===== src/rtl/rv_pkg.sv =====
// Shared types and Wishbone field widths for the rv core bus fabric.
package rv_pkg;
  localparam int ADR_W = 30;
  localparam int SEL_W = 4;
  localparam int DAT_W = 32;

  localparam logic [15:0] LOCAL_PREFIX_DEF = 16'hFFFF;

  typedef enum logic {IDLE, BUSY} state_t;
  typedef enum logic {EXT, LOC} ssel_t;
endpackage


===== src/rtl/rv_wb_watchdog.sv =====
// Stall counter for a granted Wishbone cycle; flags expiry at TIMEOUT cycles.
module rv_wb_watchdog #(
  parameter int TIMEOUT = 255
) (
  input  logic clk_i,
  input  logic rst_n_i,
  input  logic clr,
  input  logic inc,
  output logic expire_o
);
  logic [15:0] cnt;

  always_ff @(posedge clk_i or negedge rst_n_i) begin
    if (!rst_n_i)                      cnt <= '0;
    else if (clr)                      cnt <= '0;
    else if (inc && cnt != 16'hFFFF)   cnt <= cnt + 16'd1;
  end

  generate
    if (TIMEOUT == 0) begin : g_off
      assign expire_o = 1'b0;
    end else begin : g_on
      assign expire_o = (cnt == 16'(TIMEOUT));
    end
  endgenerate
endmodule


===== src/rtl/rv_wb_arbiter.sv =====
// Two-master / two-slave Wishbone classic arbiter with round-robin grant,
// address-prefix slave routing and a hung-cycle watchdog.
module rv_wb_arbiter
  import rv_pkg::*;
#(
  parameter logic [15:0] LOCAL_PREFIX    = LOCAL_PREFIX_DEF,
  parameter bit          ENABLE_LOCALMAP = 1'b1,
  parameter int          TIMEOUT         = 255
) (
  input  logic             clk_i,
  input  logic             rst_n_i,
  input  logic             m0_cyc_i,
  input  logic             m0_stb_i,
  input  logic             m0_we_i,
  input  logic [SEL_W-1:0] m0_sel_i,
  input  logic [ADR_W-1:0] m0_adr_i,
  input  logic [DAT_W-1:0] m0_dat_i,
  output logic             m0_ack_o,
  output logic             m0_err_o,
  output logic [DAT_W-1:0] m0_dat_o,
  input  logic             m1_cyc_i,
  input  logic             m1_stb_i,
  input  logic             m1_we_i,
  input  logic [SEL_W-1:0] m1_sel_i,
  input  logic [ADR_W-1:0] m1_adr_i,
  input  logic [DAT_W-1:0] m1_dat_i,
  output logic             m1_ack_o,
  output logic             m1_err_o,
  output logic [DAT_W-1:0] m1_dat_o,
  output logic             ext_cyc_o,
  output logic             ext_stb_o,
  output logic             ext_we_o,
  output logic [SEL_W-1:0] ext_sel_o,
  output logic [ADR_W-1:0] ext_adr_o,
  output logic [DAT_W-1:0] ext_dat_o,
  input  logic             ext_ack_i,
  input  logic [DAT_W-1:0] ext_dat_i,
  output logic             loc_cyc_o,
  output logic             loc_stb_o,
  output logic             loc_we_o,
  output logic [SEL_W-1:0] loc_sel_o,
  output logic [ADR_W-1:0] loc_adr_o,
  output logic [DAT_W-1:0] loc_dat_o,
  input  logic             loc_ack_i,
  input  logic [DAT_W-1:0] loc_dat_i,
  output logic             timeout_o
);
  state_t state, state_nxt;
  ssel_t  ssel, ssel_nxt;
  logic   gnt, gnt_nxt, last, last_nxt;

  logic             g_cyc, g_stb, g_we;
  logic [SEL_W-1:0] g_sel;
  logic [ADR_W-1:0] g_adr;
  logic [DAT_W-1:0] g_dat;
  logic             s_ack;
  logic [DAT_W-1:0] s_dat;
  logic             busy, expire, fire, ack_ok, drive;
  logic             win;
  logic [ADR_W-1:0] win_adr;

  always_comb begin
    g_cyc = gnt ? m1_cyc_i : m0_cyc_i;
    g_stb = gnt ? m1_stb_i : m0_stb_i;
    g_we  = gnt ? m1_we_i  : m0_we_i;
    g_sel = gnt ? m1_sel_i : m0_sel_i;
    g_adr = gnt ? m1_adr_i : m0_adr_i;
    g_dat = gnt ? m1_dat_i : m0_dat_i;
  end

  assign s_ack = (ssel == LOC) ? loc_ack_i : ext_ack_i;
  assign s_dat = (ssel == LOC) ? loc_dat_i : ext_dat_i;

  assign busy   = (state == BUSY);
  // A slave ack in the expiry cycle wins; a dropped cyc ignores late acks.
  assign ack_ok = busy && g_cyc && s_ack;
  assign fire   = busy && g_cyc && expire && !s_ack;
  assign drive  = busy && g_cyc && !fire;

  rv_wb_watchdog #(.TIMEOUT(TIMEOUT)) u_wdog (
    .clk_i    (clk_i),
    .rst_n_i  (rst_n_i),
    .clr      (!busy || s_ack),
    .inc      (busy && g_stb && !s_ack),
    .expire_o (expire)
  );

  // Tie goes to the master that was not served last.
  assign win     = (m0_cyc_i && m1_cyc_i) ? !last : m1_cyc_i;
  assign win_adr = win ? m1_adr_i : m0_adr_i;

  always_ff @(posedge clk_i or negedge rst_n_i) begin
    if (!rst_n_i) begin
      state <= IDLE;
      gnt   <= 1'b0;
      last  <= 1'b1;
      ssel  <= EXT;
    end else begin
      state <= state_nxt;
      gnt   <= gnt_nxt;
      last  <= last_nxt;
      ssel  <= ssel_nxt;
    end
  end

  always_comb begin
    state_nxt = state;
    gnt_nxt   = gnt;
    last_nxt  = last;
    ssel_nxt  = ssel;
    case (state)
      IDLE: begin
        if (m0_cyc_i || m1_cyc_i) begin
          state_nxt = BUSY;
          gnt_nxt   = win;
          last_nxt  = win;
          ssel_nxt  = (ENABLE_LOCALMAP && win_adr[ADR_W-1:ADR_W-16] == LOCAL_PREFIX)
                      ? LOC : EXT;
        end
      end
      BUSY: begin
        if (!g_cyc || fire) state_nxt = IDLE;
      end
      default: state_nxt = IDLE;
    endcase
  end

  always_comb begin
    ext_cyc_o = 1'b0; ext_stb_o = 1'b0; ext_we_o = 1'b0;
    ext_sel_o = '0;   ext_adr_o = '0;   ext_dat_o = '0;
    loc_cyc_o = 1'b0; loc_stb_o = 1'b0; loc_we_o = 1'b0;
    loc_sel_o = '0;   loc_adr_o = '0;   loc_dat_o = '0;
    if (busy && ssel == LOC) begin
      loc_cyc_o = drive;
      loc_stb_o = drive && g_stb;
      loc_we_o  = g_we;
      loc_sel_o = g_sel;
      loc_adr_o = g_adr;
      loc_dat_o = g_dat;
    end else if (busy) begin
      ext_cyc_o = drive;
      ext_stb_o = drive && g_stb;
      ext_we_o  = g_we;
      ext_sel_o = g_sel;
      ext_adr_o = g_adr;
      ext_dat_o = g_dat;
    end
  end

  always_comb begin
    m0_ack_o = 1'b0; m0_err_o = 1'b0; m0_dat_o = '0;
    m1_ack_o = 1'b0; m1_err_o = 1'b0; m1_dat_o = '0;
    if (gnt) begin
      m1_ack_o = ack_ok || fire;
      m1_err_o = fire;
      m1_dat_o = drive ? s_dat : '0;
    end else begin
      m0_ack_o = ack_ok || fire;
      m0_err_o = fire;
      m0_dat_o = drive ? s_dat : '0;
    end
  end

  assign timeout_o = fire;
endmodule


===== config.mk =====
export PLATFORM = sky130hd
export DESIGN_NAME = rv_wb_arbiter
export DESIGN_NICKNAME = d
export VERILOG_FILES = /design/src/rtl/rv_pkg.sv /design/src/rtl/rv_wb_watchdog.sv /design/src/rtl/rv_wb_arbiter.sv
export SDC_FILE = /design/constraint.sdc
export NUM_CORES = 1
export LEC_CHECK = 0
export ABC_AREA = 1
export BUFFER_PORTS_ARGS = -buffer_cell sky130_fd_sc_hd__buf_4
export CAP_MARGIN = 25
export CORE_AREA = 2 2 159 161
export CTS_CLUSTER_DIAMETER = 50
export CTS_CLUSTER_SIZE = 28
export DETAILED_ROUTE_END_ITERATION = 12
export DIE_AREA = 0 0 161 163
export PLACE_DENSITY = 0.45
export SLEW_MARGIN = 20
export SYNTH_ARGS = -nofsm -noshare
export SYNTH_HDL_FRONTEND = slang
export SYNTH_SLANG_ARGS = --single-unit

===== constraint.sdc =====
create_clock -name clk_i -period 1.7 [get_ports clk_i]
set_input_delay 0.17 -clock clk_i [delete_from_list [all_inputs] [get_ports clk_i]]
set_output_delay 0.17 -clock clk_i [all_outputs]
set_load 0.01 [all_outputs]

* After elaboration in Yosys (flattened, before gate mapping) *
Cells that the tools add are included.

cells by class
  reduce and logical (&&, ||, !) cells = 22
  add/sub/neg operators = 1
  muxes and demuxes = 41
  bitwise gates (word level) = 1
  equal/unequal tests = 3

operator list
  cell                     number
  $mux W32                 8
  $mux W30                 5
  $mux W16                 2
  $mux W1                  21
  $add A16 B1 Y16 const B  1
  $eq A16 B16 Y1 const B   1
  $eq A16 B8 Y1 const B    1
  $mux W4                  4
  $ne A16 B16 Y1 const B   1
  $logic_and A1 B1 Y1      11
  $logic_not A1 Y1         5
  $logic_or A1 B1 Y1       4
  $pmux W1 S2              1
  $reduce_and A2 Y1        1
  $reduce_bool A2 Y1       1
  $not A1 Y1               1

word-level totals
  logic and storage cells = 73
  flip-flop bits (word level) = 20
  output and inout bits = 207

* Logic depth before layout (Yosys ltp) *
  depth in word-level cells = 9
  gate-level depth with buffers = 10
  mapped depth without buffers = 9

* Cells and area by module *
A second synthesis with hierarchy kept.

second synthesis, totals
  cells, all modules = 661
  area total of the unflattened synthesis = 3838.7 um^2

by module, submodules not included
  module          times used  area an instance (um^2)  seq. area each (um^2)  cells each
  rv_wb_arbiter   1           2790.2                   101.3                  507
  rv_wb_watchdog  1           1048.5                   400.4                  154

* Worst setup path after synthesis *
No wires, ideal clock.

  path type = flip-flop to output port
  start point = reg u_wdog.cnt[0]
  end point = out m0_dat_o[24]
  path buffers = 1
  setup slack = 35 ps
  data arrival time = 1495 ps
  cell stages (with the launch flop) = 10
  cell sequence = dfrtp_1 -> ha_1 -> nand2_1 -> nor2_1 -> nand2_2 -> inv_2 -> nand3_4 -> buf_2 -> nand3_1 -> nor2_1

on the way
  longest elaborated chain between the ends = 7

RTL lines
  item                              RTL line              text
  start: declaration                rv_wb_watchdog.sv:11  logic [15:0] cnt;
  start signal: assignment          rv_wb_watchdog.sv:16  else if (inc && cnt != 16'hFFFF) cnt <= cnt + 16'd1;
  $eq A16 B8 Y1                     rv_wb_watchdog.sv:23  assign expire_o = (cnt == 16'(TIMEOUT));
  $logic_and A1 B1 Y1 (2 in a row)  rv_wb_arbiter.sv:77   assign fire = busy && g_cyc && expire && !s_ack;
  $logic_not A1 Y1                  rv_wb_arbiter.sv:78   assign drive = busy && g_cyc && !fire;
  $logic_and A1 B1 Y1               rv_wb_arbiter.sv:78
  $mux W32                          rv_wb_arbiter.sv:160  m0_dat_o = drive ? s_dat : '0;
  $mux W32                          rv_wb_arbiter.sv:153  if (gnt) begin
  end: declaration                  rv_wb_arbiter.sv:20   output logic [DAT_W-1:0] m0_dat_o,

No other way between the ends.

* Worst setup path in the final report *
  start point = reg gnt
  end point = out m1_dat_o[30]

on the way
  longest elaborated chain between the ends = 8

RTL lines
  item                              RTL line                                  text
  start: declaration                rv_wb_arbiter.sv:50                       logic gnt, gnt_nxt, last, last_nxt;
  start signal: assignment          rv_wb_arbiter.sv:100                      gnt <= gnt_nxt;
  $mux W1                           rv_wb_arbiter.sv:63                       g_cyc = gnt ? m1_cyc_i : m0_cyc_i;
  $logic_and A1 B1 Y1               rv_wb_arbiter.sv:77, rv_wb_arbiter.sv:78
  $logic_and A1 B1 Y1 (2 in a row)  rv_wb_arbiter.sv:77
  $logic_not A1 Y1                  rv_wb_arbiter.sv:78
  $logic_and A1 B1 Y1               rv_wb_arbiter.sv:78
  $mux W32                          rv_wb_arbiter.sv:156                      m1_dat_o = drive ? s_dat : '0;
  $mux W32 *                        rv_wb_arbiter.sv:153
  end: declaration                  rv_wb_arbiter.sv:29                       output logic [DAT_W-1:0] m1_dat_o,

Every way passes the cells marked *; elsewhere a longest branch is shown, timed or not.

==> flow_metrics.env <==
export IMPL_cts_buffer_depth=2
export IMPL_synth_xor_xnor_area_share=0.009756
export IMPL_grt_pass1_vias=5939
export IMPL_muxShareOfSynthArea=0.1868
export IMPL_htree_num_levels=1
export IMPL_path_max_fanout=6
export IMPL_clk_latency_ns=0.26
export IMPL_hpwl_um=19050
export IMPL_fp_dieW_um=161
export IMPL_cts_root_buffer="clkbuf_16"
export IMPL_die_area_mm2=0.02624
export IMPL_synth_compound_gate_area_share=0.01777
export IMPL_cts_tree="built"
export IMPL_wl_per_cell_um=18.21
export IMPL_hold_viol=0
export IMPL_crit_type="register to output pin"
export IMPL_synth_avg_cell_area_um2=5.416
export IMPL_cts_sinks=20
export IMPL_violations="setup timing"
export IMPL_endpoint="m1_dat_o[30]"
export IMPL_tightest_slew_ns=0.5227
export IMPL_ant_nets=0
export IMPL_grt_setup_unrepaired="true"
export IMPL_grt_max_degree=43
export IMPL_gr_usage_all_layers=0.1773
export IMPL_routed_wl_um=26730
export IMPL_reg2reg_to="u_wdog.cnt[14]"
export IMPL_p_leak_nw=4.659
export IMPL_port_buffers=412
export IMPL_vias_per_cell=4.223
export IMPL_synth_simple_gate_area_frac=0.5585
export IMPL_synthArstFlopShare=1.000
export IMPL_slew_headroom=0.6479
export IMPL_r2r_start="u_wdog.cnt[0]"
export IMPL_dp_cells=1420
export IMPL_syn_area_mm2=0.003591
export IMPL_synth_nets=870
export IMPL_cap_violations=0
export IMPL_synth_edf_count=0
export IMPL_drive_gt1_frac=0.5792
export IMPL_num_nets_final=1344
export IMPL_regToRegSetupSlack_ns=0.03
export IMPL_placed_cell_area_mm2=0.007447
export IMPL_synthTopCellsByArea="nor2_1, nand2_1, mux2i_1, dfrtp_1, nand3_1"
export IMPL_arrival_ns=1.83
export IMPL_timing_fmax_ghz=0.4998
export IMPL_ys_flop_type="dfrtp_1"
export IMPL_outcome="finished, violations left"
export IMPL_drt_pass1_iterations=5
export IMPL_vdd_drop_max_mv=0.8222
export IMPL_powerDensity_mw_per_mm2=1533
export IMPL_ys_ff_latch=20
export IMPL_grt_overflow=0
export IMPL_yosysWarnings=0
export IMPL_drtIter0Drc=344
export IMPL_start_util=0.1455
export IMPL_crit_path_end_kind="output pin"
export IMPL_boundaryPins=413
export IMPL_synthAdderAreaFrac=0.003484
export IMPL_clkTransAtPathRegs_ns=0.06
export IMPL_numCtsBuffers=3
export IMPL_rows=58
export IMPL_synth_top_area_cell="nor2_1"
export IMPL_fin_crit_ns=2.001
export IMPL_post_route_period_util=1.177
export IMPL_yosysSeqAreaShare=0.1397
export IMPL_worstPathRequired_ns=1.53
export IMPL_skew_ns=0.003210
export IMPL_synth_top_area_share=0.2467
export IMPL_die_y_um=163
export IMPL_grt_pass1_wl_um=35860
export IMPL_synth_common_cells="nor2_1, nand2_1, mux2i_1"
export IMPL_reg2regPathDepth=9
export IMPL_start_kind="register"
export IMPL_worst_slack_ns=-0.3010
export IMPL_hold_path_class="input pin to register"
export IMPL_antenna_found_initial=2
export IMPL_startpoint="gnt"
export IMPL_gp_congestion=0.8597
export IMPL_syn2layout_area_growth_pct=165.4
export IMPL_core_area_mm2=0.02467
export IMPL_fin_cells=1468
export IMPL_slew_viol_final=0
export IMPL_synth_cell_type_count=29
export IMPL_synth_top_family_by_area="simple AND/OR/NAND/NOR gates"
export IMPL_finalSetupViolations=203
export IMPL_fin_area_mm2=0.009532
export IMPL_drcViolationCount=0
export IMPL_post_route_util=0.3863
export IMPL_vias=6199
export IMPL_synthCells=663
export IMPL_synth_most_common_cell="nor2_1"
-- layer usage --
layer,global-route usage,wire [um]
met1,0.2156,10630
met2,0.3338,14160
met3,0.02241,1493
met4,0.03612,442
met5,0,0
-- worst min path at each step --
stage	from	cells past startpoint	end	slack [ns]
2_1_floorplan	rst_n_i	0	busy	-0.13
3_3_place_gp	rst_n_i	1	u_wdog.cnt[2]	0.08
3_5_place_dp	rst_n_i	1	u_wdog.cnt[1]	0.08
4_1_cts	m1_cyc_i	3	last	0.19
5_1_grt	m1_cyc_i	3	last	0.23
6_report	m1_cyc_i	3	last	0.19
-- logic make-up (layout without fill, tap and decap cells) --
kind of cell             count (synthesis)  in the layout
other                                    0              2
AND/OR/NAND/NOR                        491            491
multiplexers                            67             67
AO/OA/AOI/OAI                           10             10
adder cells (fa/ha/maj)                  1              1
buffers and inverters                   70            543
flip-flops                              20             20
XOR/XNOR                                 4              4
-- timing repair --
| item | CTS | global route |
|---|---|---|
| hold buffers | 1 | 0 |
| buffers inserted | 11 | 16 |
| pin swaps | 8 | 23 |
| resized for setup | 144 | 126 |
| cloned | 16 | 8 |
| setup endpoints to repair | 207 | 221 |
| hold endpoints to repair | 19 | 0 |
-- flip-flops by register name, indices dropped and copies added (netlist names) --
name	count
busy	1
gnt	1
last	1
ssel	1
u_wdog.cnt	16
-- per-stage QoR --
step / setup slack (ns) / hold slack [ns] / total power, mW / setup TNS [ns]
floorplan: 0.03483 / -0.1256 / 4.961 / 0
global placement: -0.2233 / 0.08423 / 9.533 / -0.5861
detailed placement: -0.2373 / 0.08496 / 9.466 / -0.5951
CTS: -0.2540 / 0.1921 / 12.91 / -26.91
global route: -0.4024 / 0.2289 / 15.45 / -51.08
finish: -0.3010 / 0.1884 / 14.61 / -36.53
-- report_power, final --
part / leakage [nW] / switching [mW] / internal, mW
Combinational: 4.35 / 6.53 / 6.89
Clock: 0.0442 / 0.201 / 0.360
Sequential: 0.267 / 0.0752 / 0.559
-- worst max-delay path, cell delays in order, from the launching register on --
cell and delay [ns]:
dfrtp_4 0.52, inv_4 0.07, nor2_2 0.04, nor3_4 0.22
buf_6 0.20, clkbuf_16 0.17, nand3_1 0.10, nor2_1 0.12
buf_4 0.13
-- cell usage in the layout (no fill, tap or decap), types with 3 or more instances in the layout --
| cell | Yosys | final |
|---|---|---|
| nor2_4 | 0 | 17 |
| dfrtp_1 | 19 | 17 |
| buf_12 | 0 | 16 |
| nand3_1 | 45 | 37 |
| clkbuf_16 | 0 | 9 |
| buf_16 | 0 | 13 |
| nand2_4 | 1 | 3 |
| mux2i_4 | 0 | 53 |
| inv_1 | 22 | 22 |
| nor2_1 | 236 | 191 |
| buf_6 | 1 | 35 |
| nand2_2 | 2 | 5 |
| nand3_2 | 0 | 4 |
| xor2_1 | 4 | 4 |
| buf_4 | 2 | 436 |
| nand3_4 | 1 | 5 |
| nand2_1 | 181 | 175 |
| mux2i_1 | 67 | 4 |
| nor2_2 | 3 | 31 |
| o21ai_0 | 8 | 8 |
| mux2i_2 | 0 | 10 |
| nand4_1 | 16 | 16 |
-- final cells by class --
| class | instances | area [um^2] |
|---|---|---|
| clock buffer | 4 | 88.84 |
| sequential | 20 | 506.7 |
| timing repair buffer | 513 | 4611 |
| tap | 330 | 412.9 |
| inverter | 26 | 110.1 |
| antenna | 2 | 5.005 |
| multi-input combinational | 573 | 3797 |
| fill | 2591 | 15140 |
Note: power is estimated with default switching activity, not from simulation.
